===== config.mk =====
export PLATFORM = sky130hd
export DESIGN_NAME = carfield_mbox_responder
export DESIGN_NICKNAME = d
export VERILOG_FILES = /design/src/rtl/carfield_mbox_pkg.sv /design/src/rtl/carfield_mbox_slot.sv /design/src/rtl/carfield_mbox_responder.sv
export SDC_FILE = /design/constraint.sdc
export NUM_CORES = 1
export LEC_CHECK = 0
export ABC_AREA = 1
export CAP_MARGIN = 20
export CORE_MARGIN = 2
export CORE_UTILIZATION = 28
export CTS_CLUSTER_DIAMETER = 30
export DETAILED_ROUTE_END_ITERATION = 7
export PLACE_DENSITY_LB_ADDON = 0.1
export SLEW_MARGIN = 20
export SYNTH_ARGS = -nofsm -noshare
export SYNTH_HDL_FRONTEND = slang
export SYNTH_SLANG_ARGS = --single-unit

===== constraint.sdc =====
create_clock -name clk_i -period 4.4 [get_ports clk_i]
set_clock_uncertainty 0.1 [all_clocks]
set_input_delay 1.32 -clock clk_i [delete_from_list [all_inputs] [get_ports clk_i]]
set_output_delay 1.32 -clock clk_i [all_outputs]
set_load 0.02 [all_outputs]

===== src/rtl/carfield_mbox_pkg.sv =====
// Carfield mailbox responder: shared constants and types.
// Register map, FSM states and status bit positions.
package carfield_mbox_pkg;

  localparam logic [7:0] REG_DATA0    = 8'h00;
  localparam logic [7:0] REG_DATA1    = 8'h04;
  localparam logic [7:0] REG_DOORBELL = 8'h08;
  localparam logic [7:0] REG_ACK      = 8'h0C;
  localparam logic [7:0] REG_IRQ_EN   = 8'h10;
  localparam logic [7:0] REG_STATUS   = 8'h14;

  localparam int unsigned STATUS_PENDING = 0;
  localparam int unsigned STATUS_OVF     = 1;

  typedef enum logic {
    ST_IDLE,
    ST_RESP
  } state_e;

  function automatic logic reg_mapped(
    input logic [7:0] r
  );
    return r inside {REG_DATA0, REG_DATA1,
                     REG_DOORBELL, REG_ACK,
                     REG_IRQ_EN, REG_STATUS};
  endfunction

endpackage


===== src/rtl/carfield_mbox_slot.sv =====
// Carfield mailbox slot: one mailbox's registers.
// Holds DATA0/1, IRQ_EN, PENDING/OVF and a registered IRQ.
module carfield_mbox_slot
  import carfield_mbox_pkg::*;
(
  input  logic        clk_i,
  input  logic        rst_i,
  input  logic        we_i,
  input  logic [7:0]  reg_i,
  input  logic [31:0] wdata_i,
  input  logic [3:0]  wstrb_i,
  output logic [31:0] data0_o,
  output logic [31:0] data1_o,
  output logic        irq_en_o,
  output logic [1:0]  status_o,
  output logic        irq_o
);

  logic pending;
  logic ovf;

  assign status_o[STATUS_PENDING] = pending;
  assign status_o[STATUS_OVF]     = ovf;

  // Register writes and one-cycle-late IRQ.
  always_ff @(posedge clk_i) begin
    if (rst_i) begin
      data0_o  <= '0;
      data1_o  <= '0;
      irq_en_o <= 1'b0;
      pending  <= 1'b0;
      ovf      <= 1'b0;
      irq_o    <= 1'b0;
    end else begin
      irq_o <= pending & irq_en_o;
      if (we_i) begin
        case (reg_i)
          REG_DATA0: begin
            for (int b = 0; b < 4; b++) begin
              if (wstrb_i[b]) begin
                data0_o[8*b +: 8] <= wdata_i[8*b +: 8];
              end
            end
          end
          REG_DATA1: begin
            for (int b = 0; b < 4; b++) begin
              if (wstrb_i[b]) begin
                data1_o[8*b +: 8] <= wdata_i[8*b +: 8];
              end
            end
          end
          REG_DOORBELL: begin
            pending <= 1'b1;
            ovf     <= ovf | pending;
          end
          REG_ACK: begin
            if (wdata_i[0]) begin
              pending <= 1'b0;
              ovf     <= 1'b0;
            end
          end
          REG_IRQ_EN: begin
            if (wstrb_i[0]) begin
              irq_en_o <= wdata_i[0];
            end
          end
          default: ;
        endcase
      end
    end
  end

endmodule


===== src/rtl/carfield_mbox_responder.sv =====
// Carfield mailbox responder: request/response front end.
// Decodes the window and fans writes out to the slots.
module carfield_mbox_responder
  import carfield_mbox_pkg::*;
#(
  parameter int unsigned NumMbox  = 4,
  parameter logic [31:0] BaseAddr = 32'h4000_0000,
  parameter logic [31:0] WinSize  = 32'h0000_3000
) (
  input  logic               clk_i,
  input  logic               rst_i,
  input  logic               req_valid_i,
  output logic               req_ready_o,
  input  logic [31:0]        req_addr_i,
  input  logic               req_write_i,
  input  logic [31:0]        req_wdata_i,
  input  logic [3:0]         req_wstrb_i,
  output logic               rsp_valid_o,
  input  logic               rsp_ready_i,
  output logic [31:0]        rsp_rdata_o,
  output logic               rsp_error_o,
  output logic [NumMbox-1:0] irq_o
);

  state_e      state;
  logic [31:0] off;
  logic [3:0]  idx;
  logic [7:0]  rsel;
  logic        in_win;
  logic        idx_ok;
  logic        acc_ok;
  logic        accept;
  logic        do_wr;
  logic [31:0] rd_val;

  logic [31:0]        s_data0  [NumMbox];
  logic [31:0]        s_data1  [NumMbox];
  logic [1:0]         s_status [NumMbox];
  logic [NumMbox-1:0] s_irq_en;

  logic [31:0] sel_d0;
  logic [31:0] sel_d1;
  logic [1:0]  sel_st;
  logic        sel_en;

  assign off    = req_addr_i - BaseAddr;
  assign idx    = off[11:8];
  assign rsel   = off[7:0];
  assign in_win = (req_addr_i >= BaseAddr) && (off < WinSize);
  assign idx_ok = {28'b0, idx} < NumMbox;
  assign acc_ok = in_win && idx_ok && reg_mapped(rsel)
               && (req_addr_i[1:0] == 2'b00);

  assign req_ready_o = (state == ST_IDLE) && !rst_i;
  assign accept      = req_ready_o && req_valid_i;
  assign do_wr       = accept && req_write_i && acc_ok
                    && (req_wstrb_i != 4'b0000);

  for (genvar i = 0; i < NumMbox; i++) begin : g_slot
    carfield_mbox_slot u_slot (
      .clk_i    (clk_i),
      .rst_i    (rst_i),
      .we_i     (do_wr && (idx == 4'(i))),
      .reg_i    (rsel),
      .wdata_i  (req_wdata_i),
      .wstrb_i  (req_wstrb_i),
      .data0_o  (s_data0[i]),
      .data1_o  (s_data1[i]),
      .irq_en_o (s_irq_en[i]),
      .status_o (s_status[i]),
      .irq_o    (irq_o[i])
    );
  end

  // Read mux: pick the addressed slot, then the register.
  always_comb begin
    sel_d0 = '0;
    sel_d1 = '0;
    sel_st = '0;
    sel_en = 1'b0;
    for (int i = 0; i < NumMbox; i++) begin
      if (idx == 4'(i)) begin
        sel_d0 = s_data0[i];
        sel_d1 = s_data1[i];
        sel_st = s_status[i];
        sel_en = s_irq_en[i];
      end
    end
    case (rsel)
      REG_DATA0:    rd_val = sel_d0;
      REG_DATA1:    rd_val = sel_d1;
      REG_DOORBELL: rd_val = {30'b0, sel_st};
      REG_STATUS:   rd_val = {30'b0, sel_st};
      REG_IRQ_EN:   rd_val = {31'b0, sel_en};
      default:      rd_val = '0;
    endcase
  end

  // Handshake FSM with registered response.
  always_ff @(posedge clk_i) begin
    if (rst_i) begin
      state       <= ST_IDLE;
      rsp_valid_o <= 1'b0;
      rsp_rdata_o <= '0;
      rsp_error_o <= 1'b0;
    end else begin
      case (state)
        ST_IDLE: begin
          if (req_valid_i) begin
            state       <= ST_RESP;
            rsp_valid_o <= 1'b1;
            rsp_error_o <= !acc_ok;
            rsp_rdata_o <= (acc_ok && !req_write_i)
                         ? rd_val : 32'h0;
          end
        end
        ST_RESP: begin
          if (rsp_ready_i) begin
            state       <= ST_IDLE;
            rsp_valid_o <= 1'b0;
          end
        end
        default: state <= ST_IDLE;
      endcase
    end
  end

endmodule


# == Word-level counts from Yosys, hierarchy flattened ==
# Index checks and enable logic that the tools add are counted.
# op_classes
n_shift,0
n_div,0
n_reduce_logical,66
eq_ne,11
n_lt_le_gt_ge,3
multipliers,0
addsub,1
bitwise_logic,9
muxes,30
# op_table
op,count
$mux W32,9
$pmux W32 S4,1
$reduce_and A3 Y1,40
$ge A32 B31 Y1 const B,1
$lt A32 B14 Y1 const B,1
$sub A32 B31 Y32 const B,1
$eq A8 B4 Y1 const B,2
$eq A8 B5 Y1 const B,2
$logic_and A1 B1 Y1,14
$pmux W1 S2,7
$mux W1,9
$eq A4 B2 Y1 const B,2
$eq A8 B3 Y1 const B,1
$logic_not A8 Y1,1
$mux W2,4
$ne A2 B2 Y1 const B,3
$reduce_bool A6 Y1,1
$and A1 B1 Y1,4
$eq A4 B1 Y1 const B,1
$logic_not A4 Y1,1
$lt A4 B3 Y1 const B,1
$or A1 B1 Y1,4
$reduce_and A2 Y1,2
$reduce_bool A4 Y1,1
other kinds (5),7
# word_totals
latchBits,0
register_bits,307
elab_cells,172
rom_bits,0
output_inout_bits,39
mem_count,0
mem_bits_rw,0

# == Longest topological paths before layout ==
# logic_depth
ltp_word,10
mapped_depth,12

# == By module ==
# Synthesis repeated with hierarchy kept, for this count alone.
# hier_totals
cells_unflattened,2177
hier_area_um2,15069.5
# modules_own_cells
mod,instances,area_per_inst_um2,cells_each
carfield_mbox_slot,4,2696.3,336
carfield_mbox_responder,1,4284.1,833

# == Worst setup path before layout ==
# OpenSTA, ideal clock, no wires.
# synth_path
path_type,input-to-output
startpoint,input port rst_i
endpoint,output port req_ready_o
cell_stages,3
arrival_time_ns,1.959
path_slack_ns,1.021
n_path_buf,2
cell_sequence,clkbuf_1 clkbuf_1 nor2_1
# synth_between
elab_chain_cells,2
# synth_lines
element,line_no,text
"start, declared",carfield_mbox_responder.sv:11,"input logic rst_i,"
$logic_not A1 Y1,carfield_mbox_responder.sv:54,assign req_ready_o = (state == ST_IDLE) && !rst_i;
$logic_and A1 B1 Y1,carfield_mbox_responder.sv:54,
"end, declared",carfield_mbox_responder.sv:13,"output logic req_ready_o,"
# Every way passes these cells.

# == Final worst setup path ==
# Ends and elaborated chain as after synthesis.

==> summary.md <==
| Metric | Value |
|---|---|
| Nets | approximately 2700 |
| Fin crit share | 81.1% |
| Register area | 6150 um2 |
| Avg Cell Area, Syn | approximately 6.4 um2 |
| CP startpoint kind | primary input |
| Hold_buf cts | 0 |
| Via/cell ratio | 4.39 |
| Layout cell share with drive strength beyond 1 | 9.58% |
| Area of the multi-input gates | 7160 um2 |
| Hold Path Sink | rsp_rdata_o[18] |
| Mapped Area | 16100 um2 |
| Slew @ Worst Pin | ~0.71 ns |
| Max Clk Rate | around 280 MHz |
| Max-cap violations | 0 |
| GRT overflow | 0 |
| Worst hold stages | 2 |
| H-tree depth | 3 |
| Total die area | 59300 um2 |
| FILL cells | a little under 6000 |
| Syn. warnings | 0 |
| RSZ-0062 raised after global routing | false |
| Worst reg-to-reg path cell count | 9 |
| Detail Placement HPWL | approximately 33000 um |
| Min-Delay Startpoint | rsp_rdata_o[18] |
| Status | completed |
| Antenna violations before repair | 1 |
| Cells after Synth | 2498 |
| Most common cell after layout, fill and taps aside | inv_1 |
| Post-Route WL | 52900 um |
| Leakage | about 0.009 uW |
| Vias in the first global route | 14600 |
| Synth Register Bits | a little over 300 |
| First-pass DRT Iterations | 5 |
| ANT cells | 0 |
| Slew Limit Fails | 0 |
| PwrDens | between 400 and 500 nW/um2 |
| Largest net degree at the start of global routing | 87 |
| Worst setup EP type | primary output |
| Area of the core | 56500 um2 |
| Port bufs | between 100 and 150 |
| Postcts setup bufs | 0 |
| Number of clock sinks | 307 |
| Clock buffer count from CTS | 92 |
| Final hold violation count | 0 |
| RR Endpoint | g_slot[1].u_slot.data1_o[8] |
| Post-synth cell types | 27 |
| Req. time, crit path | 2.98 ns |
| CTS max path bufs | 3 |
| Setup violations, final | 0 |
| Worst Hold Class | flop to flop |
| P&R area growth vs syn | 31.3% |
| Setup TNS | 0 ns |
| Peak VDD IR | between 0.2 and 0.3 mV |
| First-pass GRT wire length | 83000 um |
| Detail Route Antenna Nets | 0 |
| Post-CTS Resized | 0 |
| CTS tree | yes |
| Gr usage total | 17.7% |
| # IOs | 112 |
| Final core occ | a little under two fifths |
| Commonest non-fill, non-tap cells in the layout | inv_1 (548), nand2_1 (469), nor2_1 (329) |
| Critical Path AT | 2.15 ns |
| Synth Net Count | 2571 |
| Highest fanout seen on the critical path | 3 |
| Wirelength per Cell | between 15 and 20 um |
| DRT iter0 DRCs | 937 |
| DR DRC count | 0 |
| Clock root buffer | clkbuf_16 |
| Die Ht | 243 um |
| WHS | 0.361 ns |
| CP Class | primary input to primary output |
| Die W | ~240 um |
| Number of core rows | 87 |
| Clock slew at reported path FFs | around 0.04 ns |
| Starting Density | 28.4% |
| Worst-skew pair later-pin latency | 0.61 ns |
| Relative slew slack | 52.3% |
| Period minus WS final | 3.57 ns |
| Sequential area share after synthesis | 38.3% |
| Via Count | roughly 15000 |
| Reg2reg setup slack | 2.20 ns |
| Routability cong. | 0.793 |
| Reg2reg start | state |
## Yosys cell counts
library cell,count,area [um2]
inv_1,550,2060
nand2_1,471,1770
nor2_1,330,1240
dfxtp_1,307,6150
o21ai_1,240,1200
nand3_1,238,1190
clkbuf_1,81,304
a21oi_1,63,315
o211ai_1,43,323
buf_2,37,185
o21ai_0,37,185
nand4_4,30,638
buf_4,17,128
nand4_1,14,87.6
nor2_2,12,75.1
nor3_1,7,35.0
buf_6,4,45.0
inv_2,4,15.0
nor2_4,3,33.8
clkinv_1,2,7.51
nand4_2,2,25.0
buf_1,1,3.75
clkinv_2,1,5.00
inv_4,1,6.26
nand2_2,1,6.26
nand3_2,1,10.0
nand3b_1,1,7.51
## sequential cells by signal, indices dropped and copies added, names as in the netlist
name / cells
rsp_rdata_o: 32
rsp_error_o: 1
g_slot.u_slot.irq_en_o: 4
g_slot.u_slot.pending: 4
g_slot.u_slot.ovf: 4
g_slot.u_slot.data1_o: 128
rsp_valid_o: 1
state: 1
g_slot.u_slot.data0_o: 128
g_slot.u_slot.irq_o: 4
## area by class of cell
cell class / instances / area share (%)
Inverter: 558 / 9.98
Clock inverter: 29 / 1.59
Tap cell: 756 / 4.49
Sequential cell: 307 / 29.2
Clock buffer: 139 / 13.3
Timing Repair Buffer: 158 / 7.52
Multi-Input combinational cell: 1493 / 34.0
## how the worst max path moves through the flow
stage                        startpoint                           end  slack, ns
after detailed placement  req_addr_i[1]  g_slot[3].u_slot.data0_o[12]       0.52
after global routing              rst_i                   req_ready_o       0.79
after floorplan                   rst_i                   req_ready_o       1.02
after CTS                         rst_i                   req_ready_o       0.83
after global placement    req_addr_i[1]  g_slot[3].u_slot.data0_o[12]       0.58
final                             rst_i                   req_ready_o       0.83
## critical path, stage by stage
cell and delay [ns]:
buf_2 0.12, nor2_1 0.08, clkdlybuf4s50_1 0.62
## cells by family after synthesis
kind of cell           share of synthesized area, %
buffers and inverters                          17.2
and+or+nand+nor                                31.9
DFF                                            38.3
AOI/OAI and AO/OA                              12.6
## metal layers
metal | wire, um | track usage [%]
met5 | 0 | 0
met1 | 25700 | 23.4
met4 | 1510 | 7.49
met2 | 23500 | 28.4
met3 | 2170 | 3.18
## report_power, final
group          internal (uW)  switching, uW
Sequential              2800           1.54
Clock                   4650           1870
Combinational            139            273
Total                   7590           2150
## through the flow
stage	cells	total power (uW)	instance area, um2	setup WS, ns
floorplan	2498	3050	16100	1.02
global placement	3272	3260	17900	0.584
detailed placement	3272	3260	17900	0.521
CTS	3440	9860	21100	0.827
global route	3440	10100	21100	0.794
finish	3440	9730	21100	0.832
No activity file was read; power rests on OpenSTA's default activity.
